$ cat config.mk
export PLATFORM = sky130hd
export DESIGN_NAME = nn_ram_arbiter
export DESIGN_NICKNAME = d
export VERILOG_FILES = /design/src/rtl/nn_mem_pkg.sv /design/src/rtl/nn_rr_pick.sv /design/src/rtl/nn_ram_arbiter.sv
export SDC_FILE = /design/constraint.sdc
export NUM_CORES = 1
export LEC_CHECK = 0
export ABC_CLOCK_PERIOD_IN_PS = 5100
export CAP_MARGIN = 20
export CORE_AREA = 2 2 99 101
export DETAILED_ROUTE_END_ITERATION = 10
export DIE_AREA = 0 0 101 103
export GPL_TIMING_DRIVEN = 0
export HOLD_SLACK_MARGIN = 0.03
export PLACE_DENSITY = 0.79
export SKIP_LAST_GASP = 1
export SYNTH_ARGS = -nofsm -noshare
export SYNTH_HDL_FRONTEND = slang
export SYNTH_SLANG_ARGS = --single-unit
$ cat constraint.sdc
create_clock -name CLK -period 5.1 [get_ports CLK]
set_input_delay 0.51 -clock CLK [delete_from_list [all_inputs] [get_ports CLK]]
set_output_delay 0.51 -clock CLK [all_outputs]
set_load 0.02 [all_outputs]
$ cat src/rtl/nn_mem_pkg.sv
// Shared definitions for the nnRv RAM arbitration path: requester indices,
// arbiter state encoding and the video burst-length clamp.
package nn_mem_pkg;

   localparam int REQ_DATA      = 0;
   localparam int REQ_FETCH     = 1;
   localparam int REQ_VIDEO     = 2;
   localparam int MAX_BURST_DEF = 8;

   typedef enum logic {
      IDLE  = 1'b0,
      BURST = 1'b1
   } arb_state_e;

   // A zero length still moves one beat; oversize requests are clipped.
   function automatic logic [3:0] eff_len(input logic [3:0] blen, input logic [3:0] max_b);
      logic [3:0] len;
      if (blen == 4'd0)
         len = 4'd1;
      else if (blen > max_b)
         len = max_b;
      else
         len = blen;
      return len;
   endfunction

endpackage

$ cat src/rtl/nn_rr_pick.sv
// 3-way rotating-priority picker: the search starts at (last+1) mod 3 and
// returns a one-hot grant for the first active request found.
module nn_rr_pick (
   input  logic [2:0] req,
   input  logic [1:0] last,
   output logic [2:0] gnt
);

   always_comb begin
      gnt = 3'b000;
      case (last)
         2'd0: begin
            if (req[1])      gnt = 3'b010;
            else if (req[2]) gnt = 3'b100;
            else if (req[0]) gnt = 3'b001;
         end
         2'd1: begin
            if (req[2])      gnt = 3'b100;
            else if (req[0]) gnt = 3'b001;
            else if (req[1]) gnt = 3'b010;
         end
         default: begin
            if (req[0])      gnt = 3'b001;
            else if (req[1]) gnt = 3'b010;
            else if (req[2]) gnt = 3'b100;
         end
      endcase
   end

endmodule

$ cat src/rtl/nn_ram_arbiter.sv
// Single-port RAM arbiter for data, fetch and video requesters with
// rotating priority and self-addressed video bursts.
module nn_ram_arbiter
   import nn_mem_pkg::*;
#(
   parameter int ADDR_W    = 11,
   parameter int DATA_W    = 32,
   parameter int MAX_BURST = MAX_BURST_DEF
) (
   input  logic                  CLK,
   input  logic                  RST,
   input  logic [2:0]            REQ,
   input  logic [2:0]            WE,
   input  logic [3*ADDR_W-1:0]   ADDR,
   input  logic [3*DATA_W-1:0]   WDATA,
   input  logic [3:0]            BLEN,
   output logic [2:0]            GNT,
   output logic [2:0]            RVALID,
   output logic [DATA_W-1:0]     RDATA,
   output logic                  RAM_EN,
   output logic                  RAM_WE,
   output logic [ADDR_W-1:0]     RAM_ADDR,
   output logic [DATA_W-1:0]     RAM_WDATA,
   input  logic [DATA_W-1:0]     RAM_RDATA,
   output logic                  BUSY
);

   localparam logic [3:0] MAX_B = 4'(MAX_BURST);

   arb_state_e          state_reg, state_next;
   logic [1:0]          last_reg, last_next;
   logic [3:0]          remaining_reg, remaining_next;
   logic [ADDR_W-1:0]   baddr_reg, baddr_next;
   logic                bwe_reg, bwe_next;
   logic [2:0]          rvalid_reg, rvalid_next;

   logic [ADDR_W-1:0]   addr_s  [3];
   logic [DATA_W-1:0]   wdata_s [3];

   logic [2:0]          pick_req, pick_gnt, gnt_int;
   logic [1:0]          pick_last, gnt_idx;
   logic                gnt_any, burst_beat;
   logic [3:0]          vid_len;
   logic [ADDR_W-1:0]   ram_addr_c;
   logic [DATA_W-1:0]   ram_wdata_c;
   logic                ram_we_c;

   genvar gi;
   generate
      for (gi = 0; gi < 3; gi++) begin : g_slice
         assign addr_s[gi]  = ADDR[gi*ADDR_W +: ADDR_W];
         assign wdata_s[gi] = WDATA[gi*DATA_W +: DATA_W];
      end
   endgenerate

   // During a burst only video may win; an abort re-arbitrates with video masked.
   assign burst_beat = (state_reg == BURST) && REQ[REQ_VIDEO];
   assign pick_req   = (state_reg == BURST) ? (REQ & 3'b011) : REQ;
   assign pick_last  = (state_reg == BURST) ? 2'(REQ_VIDEO) : last_reg;

   nn_rr_pick u_pick (
      .req  (pick_req),
      .last (pick_last),
      .gnt  (pick_gnt)
   );

   assign gnt_int = burst_beat ? 3'b100 : pick_gnt;
   assign gnt_any = |gnt_int;
   assign vid_len = eff_len(BLEN, MAX_B);

   always_comb begin
      case (gnt_int)
         3'b010:  gnt_idx = 2'(REQ_FETCH);
         3'b100:  gnt_idx = 2'(REQ_VIDEO);
         default: gnt_idx = 2'(REQ_DATA);
      endcase
   end

   // State register
   always_ff @(posedge CLK) begin
      if (RST) begin
         state_reg     <= IDLE;
         last_reg      <= 2'(REQ_VIDEO);
         remaining_reg <= 4'd0;
         baddr_reg     <= '0;
         bwe_reg       <= 1'b0;
         rvalid_reg    <= 3'b000;
      end else begin
         state_reg     <= state_next;
         last_reg      <= last_next;
         remaining_reg <= remaining_next;
         baddr_reg     <= baddr_next;
         bwe_reg       <= bwe_next;
         rvalid_reg    <= rvalid_next;
      end
   end

   // Next-state logic
   always_comb begin
      state_next     = state_reg;
      last_next      = last_reg;
      remaining_next = remaining_reg;
      baddr_next     = baddr_reg;
      bwe_next       = bwe_reg;
      case (state_reg)
         IDLE: begin
            if (gnt_any)
               last_next = gnt_idx;
            if (gnt_int[REQ_VIDEO] && (vid_len > 4'd1)) begin
               state_next     = BURST;
               remaining_next = vid_len - 4'd1;
               baddr_next     = addr_s[REQ_VIDEO] + 1'b1;
               bwe_next       = WE[REQ_VIDEO];
            end
         end
         BURST: begin
            if (REQ[REQ_VIDEO]) begin
               baddr_next     = baddr_reg + 1'b1;
               remaining_next = remaining_reg - 4'd1;
               if (remaining_reg == 4'd1) begin
                  state_next = IDLE;
                  last_next  = 2'(REQ_VIDEO);
               end
            end else begin
               state_next     = IDLE;
               remaining_next = 4'd0;
               last_next      = gnt_any ? gnt_idx : 2'(REQ_VIDEO);
            end
         end
         default: state_next = IDLE;
      endcase
   end

   // Output logic
   always_comb begin
      ram_addr_c  = '0;
      ram_we_c    = 1'b0;
      ram_wdata_c = '0;
      if (burst_beat) begin
         ram_addr_c  = baddr_reg;
         ram_we_c    = bwe_reg;
         ram_wdata_c = wdata_s[REQ_VIDEO];
      end else begin
         case (gnt_int)
            3'b001: begin
               ram_addr_c  = addr_s[REQ_DATA];
               ram_we_c    = WE[REQ_DATA];
               ram_wdata_c = wdata_s[REQ_DATA];
            end
            3'b010: begin
               ram_addr_c  = addr_s[REQ_FETCH];
               ram_we_c    = WE[REQ_FETCH];
               ram_wdata_c = wdata_s[REQ_FETCH];
            end
            3'b100: begin
               ram_addr_c  = addr_s[REQ_VIDEO];
               ram_we_c    = WE[REQ_VIDEO];
               ram_wdata_c = wdata_s[REQ_VIDEO];
            end
            default: ;
         endcase
      end
      rvalid_next = (gnt_any && !ram_we_c) ? gnt_int : 3'b000;
   end

   assign GNT       = gnt_int & {3{~RST}};
   assign RAM_EN    = gnt_any & ~RST;
   assign RAM_WE    = gnt_any & ram_we_c & ~RST;
   assign RAM_ADDR  = ram_addr_c;
   assign RAM_WDATA = ram_wdata_c;
   assign RVALID    = rvalid_reg & {3{~RST}};
   assign RDATA     = RAM_RDATA;
   assign BUSY      = (state_reg == BURST) & ~RST;

endmodule

# == Yosys cells after proc, flatten, opt, wreduce, memory -nomap -nowiden ==
# Index checks and enable logic that the tools add are counted.
# op_classes
addsub,4
n_lt_le_gt_ge,2
n_eq_ne,9
n_mux,37
bitwise,9
reduce_logical,11
# op_table
operator,n
32-bit one-hot mux with 3 select lines,1
11-bit two-way mux,3
11-bit one-hot mux with 3 select lines,1
32-bit two-way mux,1
3-bit two-way mux,9
11-bit by 1-bit adder with 11-bit output (second input constant),2
11-bit one-hot mux with 2 select lines,1
4-bit two-way mux,4
2-bit two-way mux,6
2-bit one-hot mux with 2 select lines,2
4-bit one-hot mux with 2 select lines,1
4-bit by 1-bit subtractor with 4-bit output (second input constant),2
3-bit AND,2
2-bit inequality test (second input constant),3
3-bit one-hot mux with 2 select lines,1
2-bit AND reduction,3
1-bit two-way mux,5
1-bit AND,4
4-bit by 1-bit == test with 1-bit output (second input constant),1
4-bit by 1-bit > comparator with 1-bit output (second input constant),1
4-bit > comparator (second input constant),1
4-bit zero test,1
3-bit by 1-bit == test with 1-bit output (second input constant),1
3-bit by 2-bit == test with 1-bit output (second input constant),1
other kinds (11),15
# word_totals
reg_bits,22
in_bits,173
out_inout_bits,84

# == Longest topological paths before layout ==
# depth
word_depth,13
depth_mapped,10

# == Cells and area by module ==
# Synthesis repeated with hierarchy kept, for this count alone.
# hier_totals
cells_unflattened,367
hier_area_um2,2727.6
# modules_own_cells
module,n_inst,cells_per_inst,area_per_inst_um2
nn_ram_arbiter,1,360,2676.3
nn_rr_pick,1,7,51.3

# == Worst setup path after synthesis ==
# Ideal clock, no wire load.
# synth_timing
kind,register to register
startpoint,reg state_reg
endpoint,reg baddr_reg[8]
setup_ns,0.075
t_arrival_ns,2.474
required_time_ns,5.025
setup_slack_ns,2.551
path_stages_with_launch,11
path_buffers,3
synth_period_minus_slack_ns,2.549
cell_sequence,dfxtp_1 > buf_4 > buf_4 > clkbuf_1 > mux2_2 > ha_1 > nand4_1 > nor3_1 > or2_2 > or3_1 > a31oi_1
# synth_between
elab_chain_len,9
elab_cells_between_ends,19
cone_classes,3 x eq/ne; 11 x mux; 1 x bitwise; 4 x reduce/logical
# synth_rtl
item,line,source
from (decl),nn_ram_arbiter.sv:30,"arb_state_e state_reg, state_next;"
from (signal assigned),nn_ram_arbiter.sv:89,state_reg <= state_next;
3-bit two-way mux,nn_ram_arbiter.sv:58,assign pick_req = (state_reg == BURST) ? (REQ & 3'b011) : REQ;
3-bit two-way mux,nn_rr_pick.sv:25,else if (req[2]) gnt = 3'b100;
3-bit two-way mux,nn_rr_pick.sv:24,else if (req[1]) gnt = 3'b010;
3-bit two-way mux,nn_rr_pick.sv:23,if (req[0]) gnt = 3'b001;
3-bit one-hot mux with 2 select lines,nn_rr_pick.sv:11,case (last)
3-bit two-way mux,nn_ram_arbiter.sv:67,assign gnt_int = burst_beat ? 3'b100 : pick_gnt;
1-bit logical AND,nn_ram_arbiter.sv:109,if (gnt_int[REQ_VIDEO] && (vid_len > 4'd1)) begin
2-bit inequality test (no line),-,
2-bit AND reduction (no line),-,
to (signal assigned),nn_ram_arbiter.sv:92,baddr_reg <= baddr_next;
to (decl),nn_ram_arbiter.sv:33,"logic [ADDR_W-1:0] baddr_reg, baddr_next;"
# Several ways; a longest one is shown, not always the timed one.
# A chain may end at the register's enable or synchronous reset.

# == Final worst setup path ==
# layout_timing
startpoint,in REQ[0]
endpoint,out RAM_ADDR[4]
# layout_between
elab_chain_len,9
elab_cells_between_ends,14
cone_classes,3 x eq/ne; 11 x mux
# layout_rtl
item,line,source
from (decl),nn_ram_arbiter.sv:12,"input logic [2:0] REQ,"
3-bit two-way mux (*),nn_ram_arbiter.sv:58,
1-bit two-way mux,nn_rr_pick.sv:15,else if (req[0]) gnt = 3'b001;
3-bit two-way mux,nn_rr_pick.sv:14,else if (req[2]) gnt = 3'b100;
3-bit two-way mux,nn_rr_pick.sv:13,if (req[1]) gnt = 3'b010;
3-bit one-hot mux with 2 select lines (*),nn_rr_pick.sv:11,
3-bit two-way mux (*),nn_ram_arbiter.sv:67,
"3-bit == test, or another cell as far along",nn_ram_arbiter.sv:144,case (gnt_int)
11-bit one-hot mux with 3 select lines (*),nn_ram_arbiter.sv:144,
11-bit two-way mux (*),nn_ram_arbiter.sv:139,if (burst_beat) begin
to (decl),nn_ram_arbiter.sv:22,"output logic [ADDR_W-1:0] RAM_ADDR,"
# Every way passes the cells marked *; elsewhere a longest branch is shown, timed or not.

==> qor.txt <==
status: completed
CP Cell Sequence: clkdlybuf4s50_1 -> mux2_2 -> o22ai_1 -> and2_1 -> buf_6 -> buf_4 -> a22oi_1 -> a21oi_1 -> clkdlybuf4s50_1
DIE AREA: 10400 um^2
Register Area: 440 um^2
CTS clk-pin slew, worst paths: 90 ps
Crit-path slowest cell: clkdlybuf4s50_1
Seq/Total Area, Yosys: 15.8%
Routed Antenna Nets: 0
# DRC: 0
max-cap violation count: 0
Syn Area/Cell: 7.19 um^2
final core occ: 54.9%
number of flops mapped to enable cells by yosys: 0
cts repair resizes: 0
Crit path max-delay family: buffers and inverters
Rows: 36
Setup TNS Final: 0 ps
Initial Util: 29.4%
largest fanout on the critical path: 10
Critical Path Sink Type: output pin
Cell variety after synth: 57
Buffers on Ports: 221
Inst Count DP: 722
die height: 103 um
min Tclk post-route: 3540 ps
TritonCTS Buffers: 3
number of synthesized register bits: 22
vias post-DR: 4055
largest family of logic cells by synthesized area: compound AO/OA/AOI/OAI gates
Simple-Gate Fraction of Synth Area: 19.2%
post-synthesis to final-layout area growth: 86.6%
area share of fa/ha/maj cells after synthesis: 2.25%
WP buf/inv: 4
Critical Path RT: 4590 ps
Synth warnings: 0
H-tree depth: 1
Setup Skew: 2.27 ps
Synth top cells by count: 43 x inv_1, 35 x buf_4, 34 x a21oi_1, 32 x a222oi_1, 26 x nand2_1
Post-CTS Setup Bufs: 0
sequential share of power: 21.6%
CTS sink count: 22
chip width: 101 um
Peak VDD IR: 0.000105 V
total grt overflow: 0
largest net degree at the start of global routing: 13
Clk pwr share: 14.8%
Synth area leaders: dfxtp_1 16%, a222oi_1 12%, buf_4 9.4%, a21oi_1 6.1%, inv_1 5.8%
Final Routed Wirelength: 14.2 mm
diode count: 0
Vias per Instance: 5.59
clk_lat worst skew: 270 ps
Switching Fraction: 38.7%
final RePlAce weighted congestion: 1.06
Static Leak: 2.12 nW
Root Buffer: clkbuf_8
first-pass GRT wire length: 20.1 mm
Synth async-reset ratio: 0%
Pwr Density: 175 nW/um^2
Netlist Area Pre-Place: 2780 um^2
Fill cells: 883
IO Count: 257
Rel. slew slack: 30.9%
most common cell in the synthesized netlist: inv_1
# setup viols final: 0
final hold viol count: 0
max incr delay on CP: 660 ps
share of cells above drive strength 1: 10.5%
Setup CP Type: input pin to output pin
maximum buffer depth of the clock tree: 2
multiplexer area fraction after synthesis: 3.01%
Logic pwr share: 63.5%
post-DR wirelength/cell: 19.5 um
top_reg_cell synth: dfxtp_1
most used cell, CP: clkdlybuf4s50_1
post-synth top area share: 15.8%
syn nets: 565
area leader, netlist: dfxtp_1
Hold-fix buffers, CTS: 0
arrival time at the worst endpoint: 3030 ps
Detailed Routing Iterations Pass 1: 8
Multi-input gate area: 1740 um^2
FMAX: 282 MHz
period utilization: 69.4%
CP Launch Type: input pin
Compound-Gate Fraction of Synth Area: 37.7%
Slew Limit Fails: 0
Sw Pwr: 0.000351 W
fin nets: 791
Int Pwr: 0.000555 W
RSZ-0062 raised after global routing: no
placeable core region: 9460 um^2
cell count after synthesis: 387
post-DP HPWL: 11.8 mm
Layout Cells excl Fill: 726
worst min-delay path class: flip-flop to flip-flop
Total GRT Usage: 24.7%
initial drt markers: 488
initial antenna violation count: 0
Tightest Pin Transition: 1030 ps
XOR/XNOR share of the synthesized area: 0.315%
CTS tree: built
vias in the first global route: 3734
max reg flops: 11
-- cells by family after synthesis --
kind of cell	count (synthesis)
buf+inv	104
simple gates	103
fa+ha+maj	5
flops	22
compound gates	144
mux	8
xor+xnor	1
-- layout by cell type (no fill, tap or decap), drive strengths merged, types with 2 or more instances in the layout --
master and n:
a211oi 3, a21oi 34, a221oi 3, a222oi 32
a22oi 13, a31oi 2, a32oi 2, and2 4
and3 3, buf 51, clkbuf 14, clkdlybuf4s50 221
dfxtp 22, ha 5, inv 43, mux2 3
mux2i 5, nand2 26, nand2b 7, nand3 9
nand3b 2, nand4 5, nand4b 2, nor2 22
nor2b 8, nor3 6, nor3b 2, o21a 2
o21ai 27, o221ai 3, o311ai 3, o31a 3
o31ai 4, or3 2
-- through the flow --
stage               hold WS (ps)  total power [W]  instance area [um^2]  setup WS (ps)
floorplan                    450         0.000472                  2780           2550
global placement             461         0.000764                  5140           1620
detailed placement           485         0.000771                  5140           1570
CTS                          498         0.000903                  5190           1570
global route                 532         0.000948                  5190           1410
finish                       495         0.000906                  5190           1560
-- metal layers --
metal  routed length (um)  track usage (%)
met2                 6940             42.9
met4                  267             6.44
met5                    0                0
met3                 1350             3.66
met1                 5600             32.2
-- power by group through the flow --
stage,clock [W],combinational (W),sequential (W)
2_1_floorplan,0,0.000277,0.000195
3_3_place_gp,0,0.000565,0.000199
3_5_place_dp,0,0.000571,0.000199
4_1_cts,0.000135,0.000573,0.000195
5_1_grt,0.000142,0.000609,0.000197
6_report,0.000134,0.000576,0.000196
-- path summary, 6_finish.rpt --
kind                                     to  depth (start not counted)                  from  slack (ps)
setup / recovery                RAM_ADDR[4]                          9                REQ[0]        1560
hold / removal         bwe_reg$_SDFFE_PP0P_                          2  bwe_reg$_SDFFE_PP0P_         500
setup reg to reg  baddr_reg[8]$_SDFFE_PP0P_                         10  state_reg$_SDFF_PP0_        1970
hold reg to reg        bwe_reg$_SDFFE_PP0P_                          2  bwe_reg$_SDFFE_PP0P_         500
-- worst register-to-register path: stages, from the launching register on --
cell	delay, ps
dfxtp_1	480
buf_4	230
buf_4	180
clkbuf_1	440
mux2_2	400
ha_1	260
nand4_1	170
nor3_1	90
or2_2	310
or3_1	350
a31oi_1	170
-- layout make-up --
type	instances	area share (%)
tap	114	2.75
clock buffer	4	1.06
sequential	22	8.48
multi-input combinational	261	33.5
inverter	43	3.11
timing repair buffer	221	42.6
buffer	61	8.51
No activity file was read; power rests on OpenSTA's default activity.
